$ cat config.mk
export PLATFORM = sky130hd
export DESIGN_NAME = prio_encoder_q
export DESIGN_NICKNAME = d
export VERILOG_FILES = /design/src/rtl/prio_enc_pkg.sv /design/src/rtl/prio_pick.sv /design/src/rtl/prio_encoder_q.sv
export SDC_FILE = /design/constraint.sdc
export NUM_CORES = 1
export LEC_CHECK = 0
export ABC_CLOCK_PERIOD_IN_PS = 2600
export CAP_MARGIN = 5
export CORE_MARGIN = 4
export CORE_UTILIZATION = 41
export DETAILED_ROUTE_END_ITERATION = 10
export DONT_BUFFER_PORTS = 1
export GPL_TIMING_DRIVEN = 0
export MAX_ROUTING_LAYER = met4
export PLACE_DENSITY = 0.61
export SLEW_MARGIN = 20
export SYNTH_ARGS = -nofsm -noshare
export SYNTH_HDL_FRONTEND = slang
export SYNTH_HIERARCHICAL = 1
export SYNTH_SLANG_ARGS = --single-unit
$ cat constraint.sdc
create_clock -name clk -period 2.6 [get_ports clk]
set_input_delay 0.78 -clock clk [delete_from_list [all_inputs] [get_ports clk]]
set_output_delay 0.78 -clock clk [all_outputs]
set_load 0.05 [all_outputs]
$ cat src/rtl/prio_enc_pkg.sv
// Shared constants, index-width helper and arbitration-mode decode for the priority encoder.
// Latency: none (package only).
// Backpressure: not applicable.
package prio_enc_pkg;

    // Default number of request lines.
    localparam int DEF_N = 8;

    // Index width for n request lines; never less than one bit.
    function automatic int idx_w(input int n);
        return (n <= 2) ? 1 : $clog2(n);
    endfunction

    // Decode of the rr_en pin.
    typedef enum logic {
        ARB_FIXED = 1'b0,
        ARB_RR    = 1'b1
    } arb_mode_t;

endpackage

$ cat src/rtl/prio_pick.sv
// Combinational selector: highest set bit (fixed) or first set bit at/after ptr with wrap (round-robin).
// Latency: purely combinational.
// Backpressure: none; the caller decides whether the pick is used.
module prio_pick
    import prio_enc_pkg::*;
#(
    parameter  int N = DEF_N,
    localparam int W = idx_w(N)
) (
    input  logic [N-1:0] vec,
    input  logic [W-1:0] ptr,
    input  arb_mode_t    mode,
    output logic [W-1:0] idx,
    output logic         found
);

    logic [N-1:0]   hi_mask;
    logic [2*N-1:0] dbl;
    logic [W-1:0]   fix_idx;
    logic [W-1:0]   rr_idx;

    // Mask of bit positions at or above the round-robin pointer.
    always_comb begin
        hi_mask = '0;
        for (int i = 0; i < N; i++) begin
            hi_mask[i] = (i >= int'(ptr));
        end
    end

    // Lower half holds the preferred bits (>= ptr); upper half is the full vector
    // and supplies the wrapped-around candidates below ptr.
    assign dbl = {vec, vec & hi_mask};

    // Fixed priority: highest set index wins, so later iterations override.
    always_comb begin
        fix_idx = '0;
        for (int i = 0; i < N; i++) begin
            if (vec[i]) begin
                fix_idx = W'(i);
            end
        end
    end

    // Round-robin: lowest set bit of the double-width vector, folded back into 0..N-1.
    always_comb begin
        rr_idx = '0;
        for (int j = 2*N-1; j >= 0; j--) begin
            if (dbl[j]) begin
                rr_idx = (j >= N) ? W'(j - N) : W'(j);
            end
        end
    end

    assign found = |vec;
    assign idx   = (mode == ARB_RR) ? rr_idx : fix_idx;

endmodule

$ cat src/rtl/prio_encoder_q.sv
// Registered N-to-log2(N) priority encoder with sticky request capture and valid/ready output.
// Latency: request sampled at edge E is pending after E; earliest out_valid after E+1; one issue per cycle.
// Backpressure: with out_valid=1 and out_ready=0 the output holds and new requests keep accumulating in pending.
module prio_encoder_q
    import prio_enc_pkg::*;
#(
    parameter  int N       = DEF_N,
    parameter  int RST_PTR = 0,
    localparam int W       = idx_w(N)
) (
    input  logic         clk,
    input  logic         rst,
    input  logic [N-1:0] req_in,
    input  logic         rr_en,
    input  logic         flush,
    output logic [W-1:0] out_idx,
    output logic         out_valid,
    input  logic         out_ready,
    output logic [N-1:0] pending,
    output logic         none_pending
);

    logic [W-1:0] ptr;
    logic [W-1:0] pick_idx;
    logic         pick_found;
    logic         free;
    logic         issue;
    logic [W-1:0] ptr_nxt;
    logic [N-1:0] issue_clr;
    logic [N-1:0] pending_nxt;

    prio_pick #(
        .N (N)
    ) u_pick (
        .vec   (pending),
        .ptr   (ptr),
        .mode  (arb_mode_t'(rr_en)),
        .idx   (pick_idx),
        .found (pick_found)
    );

    // Output slot can take a new index when empty or being drained this edge.
    assign free  = ~out_valid | out_ready;
    // Flush suppresses issue even if the slot is free.
    assign issue = free & pick_found & ~flush;

    // Wrap against N-1 so non-power-of-two N never produces an out-of-range pointer.
    assign ptr_nxt = (pick_idx == W'(N - 1)) ? '0 : pick_idx + W'(1);

    // One-hot clear of the issued bit.
    always_comb begin
        issue_clr = '0;
        for (int i = 0; i < N; i++) begin
            issue_clr[i] = issue && (pick_idx == W'(i));
        end
    end

    // Set wins over clear; flush keeps only requests presented in the flush cycle.
    assign pending_nxt = flush ? req_in : ((pending & ~issue_clr) | req_in);

    assign none_pending = (pending == '0) & ~out_valid;

    // Sticky pending requests.
    always_ff @(posedge clk or posedge rst) begin
        if (rst) begin
            pending <= '0;
        end else begin
            pending <= pending_nxt;
        end
    end

    // Output slot valid: cleared by flush, refilled (or emptied) whenever free.
    always_ff @(posedge clk or posedge rst) begin
        if (rst) begin
            out_valid <= 1'b0;
        end else if (flush) begin
            out_valid <= 1'b0;
        end else if (free) begin
            out_valid <= pick_found;
        end
    end

    // Issued index and round-robin pointer move only on issue, never on accept.
    always_ff @(posedge clk or posedge rst) begin
        if (rst) begin
            out_idx <= '0;
            ptr     <= W'(RST_PTR);
        end else if (issue) begin
            out_idx <= pick_idx;
            ptr     <= ptr_nxt;
        end
    end

endmodule
==> impl_metrics.tcl <==
set metrics [dict create \
    ant_nets 0 \
    clock-sinks 15 \
    avgSynthCellArea_sq_um 9.128 \
    min_path_type "in -> async" \
    antenna_found_initial 0 \
    synth_fp_nets 134 \
    cp-start-kind "flop" \
    drc 0 \
    drive_gt1_frac 0.2437 \
    vdd_drop_max_uv 579.9 \
    n_fill_cell 228 \
    path_class "reg -> out" \
    p_seq_frac 0.501 \
    cp_top_family "simple AND/OR/NAND/NOR gates" \
    gp_congestion 0.8436 \
    status "complete, but fails checks" \
    required_ps 1820 \
    grt_max_degree 16 \
    vias_per_cell 6.248 \
    die-area_sq_um 3434 \
    p_sw_frac 0.4900 \
    mostFrequentLayoutCells "inv_1 (15), a21oi_1 (13), nor2_1 (8)" \
    clk_pin_slew_worst_paths_ps 90 \
    ctsRootBufferMaster "clkbuf_4" \
    detail_route.wl_per_cell_microns 18.11 \
    violations "setup timing" \
    reg2reg_slack_ps 140 \
    power_density_nw_per_um2 862.6 \
    crit_start "pending[0]" \
    die_h_microns 58.60 \
    setup_slack_ps -34.40 \
    hold_viol 0 \
    worst_pin_slew_ps 738.9 \
    cpPeakStageDelay_ps 600 \
    ys_seq_area_frac 0.3576 \
    r2r_start "pending[5]" \
    ys_ff_latch 15 \
    final_nets 139 \
    grt_pass1_wl_microns 4353 \
    pin_count 26 \
    num_rows 18 \
    cp_cell_sequence "nor4_4, nand2_1, nor4_4" \
    switchingPower_uw 519.9 \
    path_buf_inv 0 \
    rsz0062_at_grt "yes" \
    maxCapViolCount 0 \
    pwr-share-comb 0.372 \
    ctsHoldBuffers 0 \
    p_total_uw 1061 \
    leakage_uw 0.0005057 \
    insertedDiodeCount 0 \
    grt_usage 0.1704 \
    pre_cts_slack_ps -359.7 \
    layout_min_cycle_time_ps 2634 \
    cts_tree "done" \
    async_reset_ff_frac 1.000 \
    synth_top_cell_by_area "dfrtp_1" \
    via_count 931 \
    first_pass_iters 4 \
    clock_latency_ps 290 \
    finClkSkew_ps 1.491 \
    arrival_ps 1850 \
    grt_pass1_vias 927 \
    p_clk_frac 0.128 \
    ys_types 37 \
    p_int_uw 541.1 \
    hpwl_microns 1942 \
    syn_area_sq_um 1050 \
    synthFlopType "dfrtp_1" \
    relSlewSlack 0.5037 \
    crit_slowest_cell "dfrtp_4" \
    netlist_instances 115 \
    finalSetupViolCount 1 \
    drt_iter0_drc 44 \
    cp_common_cell "nor4_4" \
    ys.warnings.count 6 \
    die_width_microns 58.60 \
    io_buffers 0 \
    routed_wl_microns 2698 \
    synth-edff-count 0 \
    initial_core_util 0.4276 \
    core_sq_um 2455 \
    clock_path_buffers 2 \
    finalMaxSlewViolations 0 \
    final_common_cell "inv_1" \
    crit_fanout 6 \
    cts_buffers 3 \
    overflow 0 \
    synthTopCellsByArea "dfrtp_1 (36%), ha_1 (7.2%), a21oi_1 (6.7%), inv_1 (5.4%), mux2_2 (4.3%)" \
    clock.fmax_ghz 0.3796 \
    syn2layout_area_growth_pct 17.16 \
    crit_path_end_kind "primary output" \
    htreeDepth 1 \
    synth.top_cell.area_share 0.3576 \
    finalCritPeriodShare 1.013 \
]
Yosys cell counts, types with 2 or more instances:
| library cell | count |
|---|---|
| dfrtp_1 | 15 |
| inv_1 | 15 |
| a21oi_1 | 14 |
| nor2_1 | 8 |
| ha_1 | 6 |
| nand2_1 | 5 |
| mux2_2 | 4 |
| nor4_1 | 4 |
| a31oi_1 | 3 |
| a41oi_1 | 3 |
| nand2b_1 | 3 |
| nor3b_1 | 3 |
| o21ai_0 | 3 |
| a211oi_1 | 2 |
| a221o_1 | 2 |
| mux2i_1 | 2 |
| nand3_1 | 2 |
| o32ai_1 | 2 |
power by group through the flow:
stage	combinational (uW)	clock [uW]	sequential (uW)
2_1_floorplan	278	0	489
3_3_place_gp	328	0	518
3_5_place_dp	338	0	522
4_1_cts	367	139	523
5_1_grt	443	150	544
6_report	394	135	531
stage by stage:
stage / util / area (sq um) / instances / TNS [ps] / hold slack (ps)
2_1_floorplan: - / 1065 / 115 / -49.91 / 580.6
3_3_place_gp: 0.4490 / 1102 / 145 / -1625 / 623.0
3_5_place_dp: 0.4490 / 1102 / 145 / -1896 / 637.5
4_1_cts: 0.4750 / 1166 / 149 / -96.01 / 442.1
5_1_grt: 0.5010 / 1230 / 149 / -103.0 / 468.7
6_report: 0.5010 / 1230 / 149 / -34.40 / 425.7
final timing paths:
path,endpoint,depth (start not counted)
worst min register to register,ptr[1],1
min in group clk,out_valid,1
worst max register to register,ptr[0],9
max in group asynchronous,pending[1],1
worst max-delay path,none_pending,3
worst min-delay path,out_idx[1],1
flip-flops by register name (all words and copies together), names as in the netlist:
name and count:
out_valid 1, ptr 3, out_idx 3, pending 8
per-layer routing:
layer / up-vias / part of all wire / GRT usage
li1: 431 / - / -
met1: 450 / 0.43 / 0.2156
met2: 43 / 0.47 / 0.2632
met3: 7 / 0.077 / 0.03509
met4: 0 / 0.023 / 0.07443
met5: - / 0 / -
kinds of logic after synthesis:
group	count (synthesis)	synth area share
fa+ha+maj	6	0.07151
buf+inv	18	0.07508
simple gates	34	0.1955
compound gates	35	0.2241
flops	15	0.3576
mux	7	0.07627
timing repair:
item / 4_1_cts / 5_1_grt
endpoints found under the setup margin: 12 / 6
resized for setup: 13 / 13
pin swaps: 3 / 3
buffers inserted: 0 / 0
layout make-up:
| class | instances | area (sq um) | area share |
|---|---|---|---|
| Multi-Input combinational cell | 82 | 686.9 | 0.5585 |
| Tap cell | 30 | 37.54 | 0.03052 |
| Clock buffer | 4 | 26.28 | 0.02136 |
| Buffer | 3 | 27.53 | 0.02238 |
| Sequential cell | 15 | 395.4 | 0.3215 |
| Inverter | 15 | 56.30 | 0.04578 |
No activity file was read; power rests on OpenSTA's default activity.
==> variant (same settings) <==
`DEF_N`: 8 -> 9.
--- a/src/rtl/prio_enc_pkg.sv
+++ b/src/rtl/prio_enc_pkg.sv
@@ -4,7 +4,7 @@
 package prio_enc_pkg;
 
     // Default number of request lines.
-    localparam int DEF_N = 8;
+    localparam int DEF_N = 9;
 
     // Index width for n request lines; never less than one bit.
     function automatic int idx_w(input int n);
Ports: changed (resized out_idx, pending and req_in); port bits go from 26 to 29. No check against the original RTL was run, so the function may have changed too.
==> variant against the original RTL <==
- the run still ends with negative setup slack left
- power up 27%
- synthesized area up 31%
- count of clock-buffer cells in the layout down 1
- clock power up 4%
- synthesized cell count up 30%
- wire length up 42%
- sequential cell count up 3
- design area up 30%
- worst setup slack worse by 0.12 ns
- critical path type unchanged
- critical endpoint unchanged
- highest routed layer unchanged
==> variant: results (changes against the original RTL) <==
<table>
<tr><th>Metric</th><th>Value</th></tr>
<tr><th colspan="2">Setup path</th></tr>
<tr><td>Worst path arrival time</td><td>1.98 ns (+0.13 ns)</td></tr>
<tr><td>CP max FO</td><td>7 (+1)</td></tr>
<tr><th colspan="2">Route</th></tr>
<tr><td>Number of vias per cell</td><td>6.23 (-0.35%)</td></tr>
<tr><td>Routed wire length</td><td>3.84 mm (+42%)</td></tr>
<tr><td>1st-iter DRT viols</td><td>117 (+170%)</td></tr>
<tr><td>Routed wire length on met2</td><td>1.72 mm (+35%)</td></tr>
<tr><td>Routed met1 length</td><td>1.77 mm (+53%)</td></tr>
<tr><th colspan="2">Pwr</th></tr>
<tr><td>Sequential group power</td><td>591 uW (+11%)</td></tr>
<tr><td>Sw power</td><td>650 uW (+25%)</td></tr>
<tr><td>Worst IR Drop VDD</td><td>0.400 mV (-31%)</td></tr>
<tr><th colspan="2">Run status</th></tr>
<tr><td>Failing checks</td><td>negative setup slack</td></tr>
<tr><td>Outcome</td><td>finished, violations left</td></tr>
<tr><th colspan="2">STA</th></tr>
<tr><td>Final setup TNS</td><td>-0.159 ns (-0.124 ns)</td></tr>
<tr><td>Worst-case headroom to the max-slew limit</td><td>51.7% (+1.3 points)</td></tr>
<tr><td>Maximum clock skew at final layout</td><td>0.00675 ns (+0.00526 ns)</td></tr>
<tr><td>Setup ws final</td><td>-0.159 ns (-0.124 ns)</td></tr>
<tr><td>Final count of negative-setup-slack endpoints</td><td>1 (unchanged)</td></tr>
<tr><th colspan="2">Logic synthesis</th></tr>
<tr><td>Complex-gate fraction of the synthesized area</td><td>26.0% (+3.6 points)</td></tr>
<tr><td>Post-synthesis adder-cell area fraction</td><td>3.64% (-3.5 points)</td></tr>
<tr><td>Fraction of the yosys area taken by sequential cells</td><td>32.7% (-3.0 points)</td></tr>
<tr><td>Post-Syn Instances</td><td>150 (+30%)</td></tr>
<tr><td>Most frequent cells after synthesis</td><td>18 x dfrtp_1, 12 x a21oi_1, 12 x inv_1</td></tr>
<tr><th colspan="2">Layout</th></tr>
<tr><td>Number of nets in the layout</td><td>179 (+29%)</td></tr>
<tr><td>Fillers</td><td>306 (+34%)</td></tr>
<tr><td>Post-layout instance count excluding filler cells</td><td>203 (+36%)</td></tr>
<tr><td>Fraction of final layout cells sized beyond drive strength 1</td><td>38.4% (+14 points)</td></tr>
<tr><th colspan="2">Global routing</th></tr>
<tr><td>Combined global-route utilization of all metal layers</td><td>19.3% (+2.2 points)</td></tr>
<tr><td>First-pass GRT wire length</td><td>6.20 mm (+42%)</td></tr>
<tr><td>Pin count of the biggest net entering global routing</td><td>19 (+3)</td></tr>
<tr><th colspan="2">Placed design</th></tr>
<tr><td>Global placement routability congestion</td><td>0.853 (+1.1%)</td></tr>
</table>
variant: cell type report:
class / instances / area [um^2] / area share (%)
buffer: 9 / 62.6 / 3.92
clock buffer: 3 / 22.5 / 1.41
inverter: 13 / 48.8 / 3.06
multi-input combinational: 110 / 895 / 56.1
sequential: 18 / 473 / 29.7
tap: 44 / 55.1 / 3.45
timing repair buffer: 6 / 37.5 / 2.35
variant: worst paths after layout:
check                                           from                     end  slack [ns]  depth (start not counted)
min in group clk                               flush   out_valid$_DFFE_PP0P_        0.53                          1
worst max-delay path            pending[7]$_DFF_PP0_            none_pending       -0.16                          2
worst min-delay path                             rst  out_idx[0]$_DFFE_PP0P_        0.46                          1
worst max register to register  pending[5]$_DFF_PP0_    pending[3]$_DFF_PP0_        0.02                          9
max in group asynchronous                        rst    pending[2]$_DFF_PP0_        1.61                          1
worst min register to register    ptr[1]$_DFFE_PP0P_      ptr[1]$_DFFE_PP0P_        0.53                          1
